===== config.mk =====
export PLATFORM = sky130hd
export DESIGN_NAME = shift_reg
export DESIGN_NICKNAME = d
export VERILOG_FILES = /design/src/rtl/shift_reg.sv
export SDC_FILE = /design/constraint.sdc
export NUM_CORES = 1
export LEC_CHECK = 0
export ABC_CLOCK_PERIOD_IN_PS = 800
export CAP_MARGIN = 20
export CORE_AREA = 2 2 39 41
export CTS_CLUSTER_SIZE = 10
export DETAILED_ROUTE_END_ITERATION = 7
export DIE_AREA = 0 0 41 43
export MAX_ROUTING_LAYER = met4
export PLACE_DENSITY = 0.33
export SLEW_MARGIN = 10
export SYNTH_ARGS = -nofsm -noshare
export SYNTH_HDL_FRONTEND = slang
export SYNTH_SLANG_ARGS = --single-unit

===== constraint.sdc =====
create_clock -name i_clk -period 0.8 [get_ports i_clk]
set_input_delay 0.16 -clock i_clk [delete_from_list [all_inputs] [get_ports i_clk]]
set_output_delay 0.16 -clock i_clk [all_outputs]
set_load 0.01 [all_outputs]

===== src/rtl/shift_reg.sv =====
// Parallel-in / serial-out shift register: captures a word on i_load and
// serializes it one bit per clock, back-filling the vacated end with FILL_BIT.
module shift_reg #(
  parameter int WIDTH     = 4,
  parameter bit MSB_FIRST = 1'b1,
  parameter bit FILL_BIT  = 1'b0
) (
  input  logic             i_clk,
  input  logic             i_rst,
  input  logic             i_load,
  input  logic [WIDTH-1:0] i_data,
  output logic             o_data
);

  logic [WIDTH-1:0] r_sr;
  logic [WIDTH-1:0] w_shifted;

  // Shift direction is fixed at elaboration; the exhausted word drains to FILL_BIT.
  generate
    if (MSB_FIRST) begin : g_msb_first
      assign w_shifted = {r_sr[WIDTH-2:0], FILL_BIT};
      assign o_data    = r_sr[WIDTH-1];
    end else begin : g_lsb_first
      assign w_shifted = {FILL_BIT, r_sr[WIDTH-1:1]};
      assign o_data    = r_sr[0];
    end
  endgenerate

  always_ff @(posedge i_clk or posedge i_rst) begin
    if (i_rst) begin
      r_sr <= '0;
    end else if (i_load) begin
      r_sr <= i_data;
    end else begin
      r_sr <= w_shifted;
    end
  end

endmodule


Word-level counts from Yosys, hierarchy flattened --
Cells that the tools add are included.
Storage, ports and cells: bits in registers 4, input port bits 7
Cells by class: muxes and demuxes 1
Operators with widths (number):
- $mux W4 | 1

Depth between registers and ports, before layout --
depth in word-level cells 1, mapped depth 1, gate-level depth less buffers 1

Worst setup path before layout --
OpenSTA, ideal clock, no wires.
path kind register to register, start point reg r_sr[0], end point reg r_sr[1], arrival 0.574 ns, path slack 0.102 ns, cell stages (with the launch flop) 2, cells stage by stage dfrtp_1 -> mux2_2
On the way: cells in the longest elaborated chain, start to end 1
Ends and longest elaborated chain:
- from (decl) | line 15 | logic [WIDTH-1:0] r_sr;
- from (signal assigned) | line 33 | r_sr <= i_data;
- from (signal assigned) | line 35 | r_sr <= w_shifted;
- $mux W4 | line 32 | end else if (i_load) begin
Every way passes these cells.

Final worst setup path --
start point reg r_sr[3], end point out o_data
RTL lines:
- to (decl) | line 12 | output logic o_data
No word-level cell between the ends.

==> flow_summary.yaml <==
power:
  max-vdd-ir-drop_mv: 0.971
  seq_power_share_pct: 43.1
  clkPwrFrac_pct: 45.7
  p_per_area_mw_per_mm2: 2050
  fin_total_pwr_uw: 517
  p_sw_uw: 90.2
  share_comb_of_total_power_pct: 11.2
  netSwitchingFraction_pct: 17.5
  internal_power_uw: 427
  p_leak_uw: 0.000113
placement:
  io_buffers: 7
  placed_cells: 32
  place_ws_ns: -0.389
  placed_cell_area_um2: 235
  place.gp.congestion: 0.532
critical_path:
  crit_cells: 1
  critPathMaxStageDelay_ns: 0.35
  crit_family: "flip-flops"
  r2r_start: "r_sr[0]$_DFF_PP0_"
  cp-end-kind: "primary output"
  cp-startpoint: "r_sr[3]$_DFF_PP0_"
  required_ns: 0.64
  worstPathCellList: "buf_2"
  crit_path_start_kind: "register"
  ff2ff_setup_slack_ns: 0.08
  worst_ep_arrival_time_ns: 0.71
  rr_endpoint: "r_sr[1]$_DFF_PP0_"
  cp_num_buf_inv: 1
  cp_max_fo: 1
  cpMaxStageDelayCell: "dfrtp_1"
  rr_worst_depth: 1
  critPathKind: "register to primary output"
  crit_end: "o_data"
floorplan:
  die_area_mm2: 0.00176
  die_width_um: 41
  start_util_pct: 10.5
  rows: 14
  ioPinCount: 8
  die_h_um: 43
  core_area_mm2: 0.00138
detailed_routing:
  totalWireLength_um: 260
  wl_per_cell_um: 7.43
  dr.pass1.iters: 1
  drt_iter0_markers: 0
  viasPerCell: 3.09
  ant_nets: 0
  drc: 0
  via_count: 108
cells_and_area:
  multi_input_area_um2: 41.3
  regMostFlops: "r_sr"
  area.sequential_um2: 100
  nets: 28
  syn_to_final_growth_pct: 73.3
  drive_above_1_share_pct: 42.1
  final_cell_mix: "clkdlybuf4s50_1 (5), dfrtp_1 (4), mux2_2 (3), clkbuf_4 (3)"
  diodes: 0
  final_util_pct: 18.2
  largestRegisters: "r_sr: 4 flops"
  num-fill-cells: 145
  final_common_cell: "clkdlybuf4s50_1"
  largest_reg_flops: 4
  fin_area_um2: 251
  final_cells: 35
run_status:
  violations: "setup timing"
  status: "finished with violations"
global_routing:
  grt_max_degree: 5
  grt_pass1_vias: 110
  antenna_found_initial: 0
  grt_overflow: 0
  grt_pass1_wl_um: 427
  globalRouteTotalUtil_pct: 4.86
sta:
  rsz0062_at_grt: "true"
  drv_slew: 0
  tightest_slew_ns: 0.162
  setup_viol: 1
  skew_ns: 0.00250
  slew_headroom_pct: 89.2
  hold_viol: 0
  min_period_ns: 0.867
  post-route-period-util_pct: 108
  clock.fmax_mhz: 1150
  setup_ws_ns: -0.0671
yosys:
  syn_inst: 9
  synth_nets: 16
  yosys_warnings: 0
  yosysSeqAreaShare_pct: 69.0
  synth_area_um2: 145
  ys_seq_elements: 4
  syn_area_per_cell_um2: 16.1
  synthDistinctLibCells: 4
clock_network:
  cts.sinks: 4
  h-tree-depth: 1
  cts_root_buf: "clkbuf_4"
  clk_latency_ns: 0.23
  cts_buffers: 3
  cts_tree: "yes"
  clk_pin_slew_worst_paths_ns: 0.04
  clk_path_buf_depth: 2
  cts_hold_buffers: 0
run:
  maxCapViolations: 0
min_path:
  hold_class: "primary input to asynchronous set/reset pin"
-- worst min-delay path by stage --
| stage | from | to | slack [ns] | cells past startpoint |
|---|---|---|---|---|
| floorplan | i_rst | r_sr[0]$_DFF_PP0_ | -0.07 | 1 |
| global placement | i_rst | r_sr[3]$_DFF_PP0_ | 0.36 | 2 |
| detailed placement | i_rst | r_sr[3]$_DFF_PP0_ | 0.36 | 2 |
| CTS | i_rst | r_sr[3]$_DFF_PP0_ | 0.12 | 2 |
| global route | i_rst | r_sr[0]$_DFF_PP0_ | 0.13 | 2 |
| finish | i_rst | r_sr[3]$_DFF_PP0_ | 0.12 | 2 |
-- power groups by stage --
stage | sequential, µW | clock (µW) | combinational [µW]
after floorplan | 227 | 0 | 19.6
after global placement | 224 | 0 | 64.0
after global routing | 224 | 279 | 63.8
after detailed placement | 226 | 0 | 65.3
after CTS | 223 | 253 | 59.2
final | 223 | 236 | 57.7
-- stage by stage --
| stage | hold slack [ns] | setup TNS, ns |
|---|---|---|
| 2_1_floorplan | -0.0739 | 0 |
| 6_report | 0.117 | -0.0671 |
| 5_1_grt | 0.135 | -0.0926 |
| 4_1_cts | 0.116 | -0.0795 |
| 3_3_place_gp | 0.356 | -1.48 |
| 3_5_place_dp | 0.356 | -1.51 |
-- cell families after synthesis --
kind of cell           after synthesis  share of synthesized area [%]
flip-flops                           4                           69.0
buffers and inverters                1                           2.58
AND/OR/NAND/NOR                      1                           5.17
multiplexers                         3                           23.3
-- per-layer routing --
layer	wire length, µm	share of wire, %	track usage (%)
met1	102	39	4.23
met4	0	0	4.00
met2	74	28	3.75
met3	84	32	8.38
met5	0	0	-
-- layout make-up --
cell class	instances	share of cell area, %
Tap cell	16	7.96
Timing Repair Buffer	7	25.4
Sequential cell	4	39.8
Clock buffer	3	8.96
Multi-Input combinational cell	4	16.4
Inverter	1	1.49
-- cells in the mapped netlist (all sizes together) --
cell / number / area, µm²
and2: 1 / 7.51
inv: 1 / 3.75
mux2: 3 / 33.8
dfrtp: 4 / 100
-- repair_timing --
| item | in CTS | in global routing |
|---|---|---|
| setup endpoints to repair | 4 | 1 |
| hold endpoints to repair | 0 | 0 |
| resized for setup | 5 | 0 |
| setup buffers | 0 | 0 |
| pin swaps | 0 | 0 |
No activity file was read; power rests on OpenSTA's default activity.
